[src/rtl/cl_pkg.sv]
// Shared constants for the bit-serial logic-cell driver: cell opcodes and FSM encoding.
package cl_pkg;

    localparam logic [1:0] OP_AND = 2'b00;
    localparam logic [1:0] OP_OR  = 2'b01;
    localparam logic [1:0] OP_XOR = 2'b10;
    localparam logic [1:0] OP_NOT = 2'b11;

    typedef enum logic [1:0] {
        ST_IDLE = 2'd0,
        ST_RUN  = 2'd1,
        ST_DONE = 2'd2
    } state_e;

endpackage

[src/rtl/cl_serial_driver_if.sv]
// Word-level start/done handshake between datapath control and the serial driver.
interface cl_serial_driver_if #(
    parameter int unsigned N = 8
);

    logic         start;
    logic [1:0]   op;
    logic [N-1:0] x;
    logic [N-1:0] y;
    logic         busy;
    logic         done;
    logic [N-1:0] result;

    modport master (
        output start, op, x, y,
        input  busy, done, result
    );

    modport slave (
        input  start, op, x, y,
        output busy, done, result
    );

endinterface

[src/rtl/cl_bit_shreg.sv]
// N-bit register with synchronous clear and single-bit indexed write; holds the result word.
module cl_bit_shreg #(
    parameter int unsigned N     = 8,
    parameter int unsigned IDX_W = 3
) (
    input  logic             clk,
    input  logic             rst_n,
    input  logic             clr,
    input  logic             wr_en,
    input  logic [IDX_W-1:0] wr_idx,
    input  logic             wr_bit,
    output logic [N-1:0]     q
);

    logic [N-1:0] data_q;
    logic [N-1:0] data_d;

    // Clear wins over a write; otherwise update only the addressed bit.
    always_comb begin
        data_d = data_q;
        if (clr) begin
            data_d = '0;
        end else if (wr_en) begin
            data_d[wr_idx] = wr_bit;
        end
    end

    // Result storage.
    always_ff @(posedge clk or negedge rst_n) begin
        if (!rst_n) begin
            data_q <= '0;
        end else begin
            data_q <= data_d;
        end
    end

    assign q = data_q;

endmodule

[src/rtl/cl_serial_driver.sv]
// Bit-serial driver: streams two latched words LSB first through a 1-bit logic cell and
// gathers the cell output into a result word.
module cl_serial_driver
    import cl_pkg::*;
#(
    parameter int unsigned N     = 8,
    parameter int unsigned CNT_W = 3
) (
    input  logic                  clk,
    input  logic                  rst_n,
    cl_serial_driver_if.slave     bus,
    output logic                  cell_a,
    output logic                  cell_b,
    output logic [1:0]            cell_s,
    input  logic                  cell_out
);

    state_e             state_q, state_d;
    logic [CNT_W-1:0]   cnt_q, cnt_d;
    logic [N-1:0]       xa_q, xa_d;
    logic [N-1:0]       yb_q, yb_d;
    logic [1:0]         op_q, op_d;
    logic               busy_q, busy_d;
    logic               done_q, done_d;
    logic               cell_a_q, cell_a_d;
    logic               cell_b_q, cell_b_d;
    logic [1:0]         cell_s_q, cell_s_d;
    logic               res_clr;
    logic               res_wr;

    // Next state, operand latch, counter and registered cell drive.
    // Cell drive is computed from the next state/counter so the flops present bit i
    // throughout the RUN cycle whose counter is i.
    always_comb begin
        state_d  = state_q;
        cnt_d    = cnt_q;
        xa_d     = xa_q;
        yb_d     = yb_q;
        op_d     = op_q;
        res_clr  = 1'b0;
        res_wr   = 1'b0;

        case (state_q)
            ST_IDLE, ST_DONE: begin
                cnt_d = '0;
                if (bus.start) begin
                    state_d = ST_RUN;
                    xa_d    = bus.x;
                    yb_d    = bus.y;
                    op_d    = bus.op;
                    res_clr = 1'b1;
                end else begin
                    state_d = ST_IDLE;
                end
            end
            ST_RUN: begin
                res_wr = 1'b1;
                if (cnt_q == CNT_W'(N - 1)) begin
                    state_d = ST_DONE;
                    cnt_d   = '0;
                end else begin
                    cnt_d = CNT_W'(cnt_q + CNT_W'(1));
                end
            end
            default: begin
                state_d = ST_IDLE;
                cnt_d   = '0;
            end
        endcase

        busy_d   = (state_d == ST_RUN);
        done_d   = (state_d == ST_DONE);
        cell_a_d = busy_d ? xa_d[cnt_d] : 1'b0;
        cell_b_d = busy_d ? yb_d[cnt_d] : 1'b0;
        cell_s_d = busy_d ? op_d : 2'b00;
    end

    // Control and drive registers.
    always_ff @(posedge clk or negedge rst_n) begin
        if (!rst_n) begin
            state_q  <= ST_IDLE;
            cnt_q    <= '0;
            xa_q     <= '0;
            yb_q     <= '0;
            op_q     <= 2'b00;
            busy_q   <= 1'b0;
            done_q   <= 1'b0;
            cell_a_q <= 1'b0;
            cell_b_q <= 1'b0;
            cell_s_q <= 2'b00;
        end else begin
            state_q  <= state_d;
            cnt_q    <= cnt_d;
            xa_q     <= xa_d;
            yb_q     <= yb_d;
            op_q     <= op_d;
            busy_q   <= busy_d;
            done_q   <= done_d;
            cell_a_q <= cell_a_d;
            cell_b_q <= cell_b_d;
            cell_s_q <= cell_s_d;
        end
    end

    // Result word: cleared on an accepted start, bit cnt_q captured from the cell each RUN cycle.
    cl_bit_shreg #(
        .N     (N),
        .IDX_W (CNT_W)
    ) u_result (
        .clk    (clk),
        .rst_n  (rst_n),
        .clr    (res_clr),
        .wr_en  (res_wr),
        .wr_idx (cnt_q),
        .wr_bit (cell_out),
        .q      (bus.result)
    );

    assign bus.busy = busy_q;
    assign bus.done = done_q;
    assign cell_a   = cell_a_q;
    assign cell_b   = cell_b_q;
    assign cell_s   = cell_s_q;

endmodule

[src/flat_wrapper.sv]
// flat-port wrapper written by rule: the top's interface ports become plain ports
module cl_serial_driver_flat import cl_pkg::*;
#(
    parameter int unsigned N     = 8,
    parameter int unsigned CNT_W = 3
)
  (clk, rst_n, cell_a, cell_b, cell_s, cell_out, bus_start, bus_op, bus_x, bus_y, bus_busy, bus_done, bus_result);
  cl_serial_driver_if #(.N(N)) bus_i ();
  input  logic clk;
  input  logic rst_n;
  output logic cell_a;
  output logic cell_b;
  output logic [1:0] cell_s;
  input  logic cell_out;
  input wire logic [$bits(bus_i.start)-1:0] bus_start;
  input wire logic [$bits(bus_i.op)-1:0] bus_op;
  input wire logic [$bits(bus_i.x)-1:0] bus_x;
  input wire logic [$bits(bus_i.y)-1:0] bus_y;
  output wire logic [$bits(bus_i.busy)-1:0] bus_busy;
  output wire logic [$bits(bus_i.done)-1:0] bus_done;
  output wire logic [$bits(bus_i.result)-1:0] bus_result;
  assign bus_i.start = bus_start;
  assign bus_i.op = bus_op;
  assign bus_i.x = bus_x;
  assign bus_i.y = bus_y;
  assign bus_busy = bus_i.busy;
  assign bus_done = bus_i.done;
  assign bus_result = bus_i.result;
  cl_serial_driver #(.N(N), .CNT_W(CNT_W)) u_core (.clk(clk), .rst_n(rst_n), .bus(bus_i), .cell_a(cell_a), .cell_b(cell_b), .cell_s(cell_s), .cell_out(cell_out));
endmodule
[config.mk]
export PLATFORM = sky130hd
export DESIGN_NAME = cl_serial_driver_flat
export DESIGN_NICKNAME = d
export VERILOG_FILES = /design/src/rtl/cl_pkg.sv /design/src/rtl/cl_serial_driver_if.sv /design/src/rtl/cl_bit_shreg.sv /design/src/rtl/cl_serial_driver.sv /design/src/flat_wrapper.sv
export SDC_FILE = /design/constraint.sdc
export NUM_CORES = 1
export LEC_CHECK = 0
export ABC_AREA = 1
export BUFFER_PORTS_ARGS = -buffer_cell sky130_fd_sc_hd__buf_2
export CORE_MARGIN = 2
export CORE_UTILIZATION = 43
export DETAILED_ROUTE_END_ITERATION = 6
export PLACE_DENSITY = 0.65
export SLEW_MARGIN = 10
export SYNTH_ARGS = -nofsm -noshare
export SYNTH_HDL_FRONTEND = slang
export SYNTH_SLANG_ARGS = --single-unit
[constraint.sdc]
create_clock -name clk -period 3.7 [get_ports clk]
set_input_delay 0.74 -clock clk [delete_from_list [all_inputs] [get_ports clk]]
set_output_delay 0.74 -clock clk [all_outputs]
set_load 0.1 [all_outputs]
Word-level counts from Yosys, hierarchy flattened --
Cells that the tools add are included.
Word-level totals: logic and storage cells 50, output and inout port bits 14, flip-flop bits (word level) 37
Operators by class: multiplexer cells 26, reductions and logical operators 4, magnitude comparators 3, eq/ne operators 5, $add $sub $neg 1
Operators with widths (number):
- two-way mux 8 bit | 6
- two-way mux 1 bit | 9
- bitwise mux 8 bit | 1
- < comparator 3 x 4 -> 1 bit, second input constant | 2
- two-way mux 2 bit | 4
- binary-select mux 1 bit (select 3 bit) | 2
- two-way mux 3 bit | 2
- == test 2 x 1 -> 1 bit, second input constant | 2
- == test 2 bit, second input constant | 2
- case mux 2 bit (2 select lines) | 1
- adder 3 x 1 -> 3 bit, second input constant | 1
- demux 1 bit (select 3 bit) | 1
- == test 3 bit, second input constant | 1
- greater-or-equal comparator 3 x 1 -> 1 bit, second input constant | 1
- logical NOT 2 bit | 1
- nonzero test 2 bit | 1
- OR reduction 2 bit | 1
- logical AND 1 bit | 1

Depth between registers and ports, before layout --
Gate-level depths: netlist of the first run.
word-level depth 7, depth in mapped cells 10, mapped depth without buffers 10

Modules after synthesis --
Synthesis of the first run repeated with hierarchy kept, for this count alone.
Second synthesis, totals: cells, all modules 227, area, all modules 1851.8 sq um
Modules (own cells, without submodules):
- cl_serial_driver | sequential area each 725.7 sq um, area an instance 1390.1 sq um, instances 1, cells each 156
- cl_bit_shreg | sequential area each 200.2 sq um, area an instance 461.7 sq um, instances 1, cells each 71

Least setup slack after synthesis of the first run --
Ideal clock, no wire load.
path kind reg2out, from register u_core.u_result.data_q[0], in the netlist u_core.u_result.q[0], to output bus_result[0], setup slack 2.062 ns, stages on the path, launching flop included 1, path buffers 0, arrival 0.898 ns, cells stage by stage dfrtp_1
RTL lines:
- from (decl) | RTL line cl_bit_shreg.sv:15 | logic [N-1:0] data_q;
- from (signal assigned) | RTL line cl_bit_shreg.sv:33 | data_q <= data_d;
- to (decl) | RTL line flat_wrapper.sv:21 | output wire logic [$bits(bus_i.result)-1:0] bus_result;
No word-level cell between the ends.

Worst setup path in the final report of the first run --
from register u_core.cnt_q[1], to register u_core.cell_a_q, in the netlist u_core.cell_a
On the way: longest elaborated chain between the ends 6, elaborated cells between the ends (all ways) 10
Ends and longest elaborated chain:
- from (decl) | RTL line cl_serial_driver.sv:19 | logic [CNT_W-1:0] cnt_q, cnt_d;
- from (signal assigned) | RTL line cl_serial_driver.sv:93 | cnt_q <= cnt_d;
- == test 3 bit | RTL line cl_serial_driver.sv:58 | if (cnt_q == CNT_W'(N - 1)) begin
- two-way mux 3 bit | RTL line cl_serial_driver.sv:58
- two-way mux 3 bit | RTL line cl_serial_driver.sv:43 | case (state_q)
- named net u_core.cnt_d[0] | RTL line cl_serial_driver.sv:19
- binary-select mux 1 bit (select 3 bit) | RTL line cl_serial_driver.sv:73 | cell_a_d = busy_d ? xa_d[cnt_d] : 1'b0;
- two-way mux 1 bit (not written as such) | RTL line cl_serial_driver.sv:73
- two-way mux 1 bit | RTL line cl_serial_driver.sv:73
- named net u_core.cell_a_d | RTL line cl_serial_driver.sv:25 | logic cell_a_q, cell_a_d;
- to (signal assigned) | RTL line cl_serial_driver.sv:99 | cell_a_q <= cell_a_d;
- to (decl) | RTL line cl_serial_driver.sv:25
The timed path passes the listed nets, and every way through them passes these cells. The select of a mux whose other input is x is not followed. A chain may end at the register's enable or synchronous reset.

==> metrics.txt, run 1 <==
Initial Util 0.4442; asr flop ratio synth 1.000; Post-synth top cells 62 x nand2_1, 37 x dfrtp_1, 32 x inv_1; first-pass GRT wire length 5.913 mm; MaxCap Viol Count 0; Die Y 68.05 um; vias in the first global route 1344; Synth Instances 213; FMAX 542.9 MHz; most numerous cell in the Yosys netlist nand2_1; CP Launch Type register; Clock Path Buffers 2; crit-path cells ha_1 -> ha_1 -> nor2_2 -> nand2_4 -> inv_1 -> nand3_1 -> inv_1 -> nor2_1 -> nor2_1 -> nor2_1; crit-path max FO 8; Slew @ Worst Pin 0.8134 ns; R2R setup slack 1.86 ns; Distinct cells, synth 21; Crit Path Class register to register; HP Class register to register; Worst R2R Path Depth 10; Worst R2R Start u_core.cnt_q[1]; Vias/cell 4.615; Worst-path clk slew 0.07 ns; critical path startpoint u_core.cnt_q[1]; drt pass-1 iters 4; CTS tree built; # DRC 0; gpl congestion 0.8535; #FFs+latches synth 37; max incr delay on CP 0.43 ns; fin crit share 0.4979; routed len/inst 11.31 um; area of the mapped netlist 1764 um^2; CTS Buf Count 5; Worst Path Required 3.88 ns; final setup violation count 0; Crit path top cell by count nor2_1; Clock Skews 0.003743 ns; WHS Endpoint u_core.yb_q[6]; Detailed Route Iter0 Violations 67; CTS root buffer clkbuf_8; Yosys top cell area share 0.5248; # hold bufs at CTS 0; core area 3971 um^2; hold_sp u_core.yb_q[6]; dpl ws 1.886 ns; status finished, final reports clean; CP Capture Type register; Ys Warns 0; largest net degree at the start of global routing 38; latest clock arrival within the worst-skew pair 0.28 ns; setup tns final 0 ns; TritonCTS Sinks 37; setup bufs post-CTS 0; Slew HR 0.4577; post-CTS resize count 0; Area growth syn-to-layout 16.24%; Mapped Nets 237; Fin. Hold Viols 0; r2r endpoint u_core.cell_a; post-layout minimum cycle time 1.842 ns; EDFF count, synth 0; hold path cells 2; Die Area 4631 um^2; crit path DAT 2.02 ns; Main synth FF type dfrtp_1; worst setup margin 1.858 ns; mean post-synth cell area 8.283 um^2; post-synthesis sequential area ratio 0.5248; number of buffers inserted by port buffering 35; WL final 3.404 mm; share of cells above drive strength 1 0.2151; IO Pins 36; initial antenna violation count 0; gr usage total 0.1713; Remaining Overflow, GRT 0; Max stage delay cell, worst path dfrtp_1; max-slew violations 0; H-tree lvl count 2; cell taking the most area after synthesis dfrtp_1; RSZ-0062 raised after global routing no; DR vias 1389; layout net count 275; die width 68.05 um; hpwl dp 2.410 mm; top post-synthesis cells by area dfrtp_1 52%, nand2_1 13%, nand3_1 6.8%; Placement Rows 23; final antenna-violating net count 0; # diodes 0
-- placed cells by master (no fill, tap or decap), drive strengths merged --
cell type,Yosys,routed
dfrtp,37,37
nor2,17,17
nand2,67,67
inv,36,36
ha,2,2
nand4,7,7
nand3,25,25
buf,3,35
clkbuf,1,7
o21ai,18,18
-- registers in the layout, summed over array words and instances, names as in the netlist --
| register | cells |
|---|---|
| u_core.u_result.q | 8 |
| u_core.xa_q | 8 |
| u_core.yb_q | 8 |
| u_core.cnt_q | 3 |
| u_core.cell_s | 2 |
| u_core.op_q | 2 |
| u_core.state_q | 2 |
| u_core.bus.busy | 1 |
| u_core.bus.done | 1 |
| u_core.cell_a | 1 |
| u_core.cell_b | 1 |
-- routing by layer --
metal,wire [um],vias to the layer above,GRT usage
met2,1612,20,0.2888
met4,34,0,0.04500
met1,1663,625,0.2149
li1,-,742,-
met5,0,-,0
met3,94,2,0.04934
-- critical path, delay by kind of cell, from the launching register on --
kind          cells  cell delay [ns]
fa+ha+maj         2             0.42
buf+inv           2             0.18
flops             1             0.43
simple gates      6             0.71
-- area by class of cell --
cell class	instances	area, um^2
clock buffers	7	86.33
fillers	407	1921
inverters	36	140.1
multi-input cells	136	660.6
flip-flops and latches	37	925.9
well taps	50	62.56
repair buffers	35	175.2
-- cells by family (layout without fill, tap and decap cells) --
logic type | Yosys count | count (layout) | share of synthesized area
buffers and inverters | 40 | 78 | 0.1007
AO/OA/AOI/OAI | 18 | 18 | 0.05106
AND/OR/NAND/NOR | 116 | 116 | 0.3092
flip-flops | 37 | 37 | 0.5248
adder cells (fa/ha/maj) | 2 | 2 | 0.01418
-- metrics by stage --
| stage | std cells | hold WS, ns | utilization | instance area [um^2] |
|---|---|---|---|---|
| CTS | 301 | 0.4715 | 0.5164 | 2051 |
| detailed placement | 294 | 0.4545 | 0.4946 | 1964 |
| floorplan | 213 | 0.4371 | - | 1764 |
| global route | 301 | 0.4900 | 0.5164 | 2051 |
| finish | 301 | 0.4683 | 0.5164 | 2051 |
| global placement | 294 | 0.4598 | 0.4946 | 1964 |
-- worst max-delay path by stage --
stage / to / slack [ns] / cells past startpoint
3_5_place_dp: u_core.cell_a / 1.89 / 10
5_1_grt: u_core.cell_a / 1.69 / 10
2_1_floorplan: bus_result[0] / 2.06 / 0
3_3_place_gp: u_core.cell_a / 1.89 / 8
6_report: u_core.cell_a / 1.86 / 10
4_1_cts: u_core.cell_a / 1.86 / 10
Power of run 1 is not shown: default switching activity piles up to over one toggle a cycle in this logic, so the estimate is an artifact.
==> run 2: changes to the inputs <==
==> constraint.sdc (replaced) <==
create_clock -name clk -period 1.7 [get_ports clk]
set_input_delay 0.34 -clock clk [delete_from_list [all_inputs] [get_ports clk]]
set_output_delay 0.34 -clock clk [all_outputs]
set_load 0.1 [all_outputs]
==> metrics.txt, run 2 (synthesized netlist as in run 1, its figures left out) <==
DR vias 1437 (+3.5%); share of cells above drive strength 1 0.2471 (+0.03196); Initial Util 0.4442 (unchanged); WL final 3.363 mm (-1.2%); Detailed Route Iter0 Violations 58 (-13%); R2R setup slack 0.14 ns (-1.72 ns); TritonCTS Sinks 37 (unchanged); latest clock arrival within the worst-skew pair 0.28 ns (about the same); CTS Buf Count 5 (unchanged); commonest non-fill, non-tap cell in the layout nand2_1; gpl congestion 0.9922 (+16%); layout net count 283 (+2.9%); CTS root buffer clkbuf_8; Crit Path Class register to register; WHS Endpoint u_core.xa_q[0]; CTS tree built; vias in the first global route 1384 (+3.0%); RSZ-0062 raised after global routing no; Vias/cell 4.650 (+0.78%); MaxCap Viol Count 0 (unchanged); fin crit share 0.9191 (+0.4213); final antenna-violating net count 0 (unchanged); Clock Skews 0.006150 ns (+0.002407 ns); final setup violation count 0 (unchanged); Worst Path Required 1.87 ns (-2.01 ns); die width 68.05 um (unchanged); Die Area 4631 um^2 (unchanged); r2r endpoint u_core.cell_b; Worst-path clk slew 0.07 ns (about the same); Worst R2R Start u_core.cnt_q[0]; routed len/inst 10.88 um (-3.8%); hold_sp bus_x[0]; largest net degree at the start of global routing 21 (-45%); Placement Rows 23 (unchanged); CP Launch Type register; number of buffers inserted by port buffering 35 (unchanged); HP Class primary input to register; Slew HR 0.6760 (+0.2183); max-slew violations 0 (unchanged); gr usage total 0.1710 (-0.0002892); hpwl dp 2.595 mm (+7.7%); # DRC 0 (unchanged); initial antenna violation count 0 (unchanged); Hold WS 0.2738 ns (-0.1945 ns); Fin. Hold Viols 0 (unchanged); H-tree lvl count 2 (unchanged); drt pass-1 iters 4 (unchanged); setup tns final 0 ns (unchanged); most frequent cells in the layout 62 x nand2_1, 37 x dfrtp_1, 35 x buf_2; crit-path max FO 7 (-1); Clock Path Buffers 2 (unchanged); core area 3971 um^2 (unchanged); first-pass GRT wire length 5.906 mm (-0.12%); status finished, final reports clean; # diodes 0 (unchanged); crit path DAT 1.74 ns (-0.28 ns); IO Pins 36 (unchanged); Die Y 68.05 um (unchanged); hold path cells 3 (+1); Slew @ Worst Pin 0.4894 ns (-0.3240 ns); Area growth syn-to-layout 21.13%; CP Capture Type register; FMAX 640.0 MHz (+18%); post-layout minimum cycle time 1.563 ns (-0.2795 ns); Worst R2R Path Depth 9 (-1); Remaining Overflow, GRT 0 (unchanged)
[run 2: worst max path at each step]
stage	slack, ns	endpoint	startpoint
finish	0.14	u_core.cell_b	u_core.cnt_q[0]
global route	0.02	u_core.cell_b	u_core.cnt_q[0]
CTS	0.07	u_core.cell_b	u_core.cnt_q[0]
detailed placement	0.09	u_core.cell_b	u_core.cnt_q[0]
global placement	0.11	u_core.cell_b	u_core.cnt_q[0]
floorplan	0.07	u_core.cell_a	u_core.cnt_q[0]
[run 2: cell type report]
type	count	area, um^2
clock buffers	6	82.58
clock inverters	1	7.507
fillers	385	1834
inverters	36	140.1
multi-input cells	136	668.1
flip-flops and latches	37	925.9
well taps	50	62.56
repair buffers	43	250.2
[run 2: through the flow]
step	util	cell area, um^2	setup slack [ns]	std cells
floorplan	-	1764	0.06653	213
global placement	0.5110	2029	0.1143	301
detailed placement	0.5110	2029	0.08823	301
CTS	0.5362	2130	0.06851	309
global route	0.5381	2137	0.02351	309
finish	0.5381	2137	0.1375	309
[run 2: per-layer routing]
layer / global-route usage / share of wire
met5: 0 / 0
met1: 0.2109 / 0.45
met2: 0.2913 / 0.49
met3: 0.04934 / 0.050
met4: 0.04750 / 0.0056
[run 2: timing repair]
| action | CTS | global route |
|---|---|---|
| buffers inserted | 0 | 0 |
| resized for setup | 0 | 3 |
| endpoints found under the hold margin | 17 | 0 |
| hold buffers | 1 | 0 |
| endpoints found under the setup margin | 0 | 2 |
[run 2: critical path, cell delays in order, from the launching register on]
cell and delay, ns:
dfrtp_1 0.39, ha_1 0.20, ha_2 0.21, nor2_4 0.11, buf_4 0.16, nand4_1 0.08
nand3_1 0.10, nand2_1 0.05, nor2_1 0.09, nor2_1 0.07
Power of run 2 is left out for the same reason.
==> run 3: changes to the inputs <==
--- a/config.mk
+++ b/config.mk
@@ -5,12 +5,11 @@
 export SDC_FILE = /design/constraint.sdc
 export NUM_CORES = 1
 export LEC_CHECK = 0
-export ABC_AREA = 1
 export BUFFER_PORTS_ARGS = -buffer_cell sky130_fd_sc_hd__buf_2
 export CORE_MARGIN = 2
 export CORE_UTILIZATION = 43
 export DETAILED_ROUTE_END_ITERATION = 6
-export PLACE_DENSITY = 0.65
+export PLACE_DENSITY = 0.68
 export SLEW_MARGIN = 10
 export SYNTH_ARGS = -nofsm -noshare
 export SYNTH_HDL_FRONTEND = slang
==> constraint.sdc (replaced) <==
create_clock -name clk -period 1.4 [get_ports clk]
set_input_delay 0.28 -clock clk [delete_from_list [all_inputs] [get_ports clk]]
set_output_delay 0.28 -clock clk [all_outputs]
set_load 0.1 [all_outputs]
==> metrics.txt, run 3 <==
Worst Path Required 1.56 ns (-0.31 ns); Remaining Overflow, GRT 0 (unchanged); layout net count 237 (-16%); largest net degree at the start of global routing 21 (unchanged); Placement Rows 22 (-4.3%); Fin. Hold Viols 0 (unchanged); drt pass-1 iters 2 (-2); RSZ-0062 raised after global routing yes; max-slew violations 0 (unchanged); crit-path max FO 7 (unchanged); Slew @ Worst Pin 0.4899 ns (+0.0005313 ns); Die Area 4402 um^2 (-4.9%); Ys Warns 0 (unchanged); post-synthesis sequential area ratio 0.5539 (+0.02907); failing checks setup timing; die width 66.35 um (-2.5%); CP Launch Type register; Worst-path clk slew 0.07 ns (about the same); vias in the first global route 1315 (-5.0%); Slew HR 0.6756 (about the same); setup tns final -1.246 ns (-1.246 ns); cell taking the most area after synthesis dfrtp_1; worst setup margin -0.4791 ns (-0.6165 ns); CTS root buffer clkbuf_8; final antenna-violating net count 0 (unchanged); fin area 2344 um^2 (+9.7%); MaxCap Viol Count 0 (unchanged); Clock Path Buffers 2 (unchanged); Worst R2R Path Depth 7 (-2); mean post-synth cell area 11.14 um^2 (+35%); Mapped Nets 174 (-27%); Crit Path Class register to register; hold path cells 3 (unchanged); final setup violation count 6 (+6); routed len/inst 14.06 um (+29%); Post-synth top cells 37 x dfrtp_1, 31 x nand2_1, 17 x nor2_1; CTS Buf Count 5 (unchanged); most frequent cells in the layout 35 x buf_2, 35 x dfrtp_1, 30 x nand2_1; post-layout minimum cycle time 1.879 ns (+0.3165 ns); Hold WS 0.1898 ns (-0.08397 ns); hpwl dp 2.611 mm (+0.64%); Clock Skews 0.003533 ns (-0.002617 ns); latest clock arrival within the worst-skew pair 0.28 ns (about the same); gr usage total 0.1838 (+0.01274); Initial Util 0.4532 (+0.008954); Vias/cell 4.931 (+6.0%); Detailed Route Iter0 Violations 29 (-50%); DR vias 1292 (-10%); # DRC 0 (unchanged); number of buffers inserted by port buffering 35 (unchanged); DP Area 2108 um^2 (+3.9%); WL final 3.683 mm (+9.5%); FMAX 532.2 MHz (-17%); asr flop ratio synth 1.000 (unchanged); CTS tree built; Distinct cells, synth 27 (+29%); HP Class primary input to register; share of cells above drive strength 1 0.4813 (+0.2342); Main synth FF type dfrtp_1; H-tree lvl count 2 (unchanged); Die Y 66.35 um (-2.5%); status finished, violations left; most numerous cell in the Yosys netlist dfrtp_1; top post-synthesis cells by area dfrtp_1 55%, mux2i_1 8.4%, nand2_1 7.0%; initial antenna violation count 0 (unchanged); core area 3689 um^2 (-7.1%); Area growth syn-to-layout 40.19%; crit path DAT 2.04 ns (+0.30 ns); gpl congestion 0.8383 (-16%); #FFs+latches synth 37 (unchanged); Yosys top cell area share 0.5539 (+0.02907); CP Capture Type register; first-pass GRT wire length 5.934 mm (+0.47%); IO Pins 36 (unchanged); Synth Instances 150 (-30%); EDFF count, synth 0 (unchanged); TritonCTS Sinks 37 (unchanged); # diodes 0 (unchanged); fin crit share 1.342 (+0.4231); area of the mapped netlist 1672 um^2 (-5.2%)
==> run 3: routing by layer <==
metal	wire [um]	global-route usage	up-vias
li1	-	-	636
met1	1633	0.2252	628
met2	1889	0.3100	26
met3	138	0.05281	2
met5	0	0	-
met4	22	0.06122	0
==> run 3: path summary, 6_finish.rpt <==
path                            startpoint               to  slack [ns]
max                        u_core.cnt_q[1]    u_core.cell_a       -0.48
min                               bus_x[1]   u_core.xa_q[1]        0.19
max reg2reg                u_core.cnt_q[1]    u_core.cell_a       -0.48
min reg2reg                 u_core.yb_q[3]   u_core.yb_q[3]        0.48
max in group asynchronous            rst_n  u_core.cnt_q[0]        0.46
min in group asynchronous            rst_n   u_core.yb_q[4]        0.48
==> run 3: per-stage QoR <==
stage | util | setup slack (ns) | cells
detailed placement | 0.5716 | -0.5591 | 252
floorplan | - | -0.4920 | 150
CTS | 0.6126 | -0.4757 | 261
global route | 0.6353 | -0.5761 | 262
global placement | 0.5716 | -0.4695 | 252
finish | 0.6353 | -0.4791 | 262
==> run 3: logic make-up after synthesis <==
group / after synthesis / share of synthesized area
AND/OR/NAND/NOR: 70 / 0.1961
multiplexers: 24 / 0.1759
flip-flops: 37 / 0.5539
adder cells (fa/ha/maj): 2 / 0.01497
buffers and inverters: 10 / 0.03218
AO/OA/AOI/OAI: 7 / 0.02694
==> run 3: cell type report <==
class                           instances  area (um^2)
Tap cell                               48        60.06
Inverter                                3        11.26
Multi-Input combinational cell        103        838.3
Sequential cell                        37        928.4
Timing Repair Buffer                   63        422.9
Clock buffer                            6        72.57
Clock inverter                          2        10.01
Fill cell                             308         1345
==> run 3: timing repair <==
action / CTS / global route
buffers inserted: 0 / 1
setup endpoints to repair: 7 / 13
hold endpoints to repair: 17 / 0
gates resized for setup: 14 / 17
pin swaps: 3 / 1
hold buffers: 1 / 0
==> run 3: critical path, cell delays in order, from the launching register on <==
cell and delay, ns:
dfrtp_2 0.43, ha_4 0.16, ha_4 0.16, nor4b_4 0.23, buf_6 0.17, mux4_2 0.31, nor4_2 0.21, nor3_2 0.08
Power of run 3 is left out for the same reason.
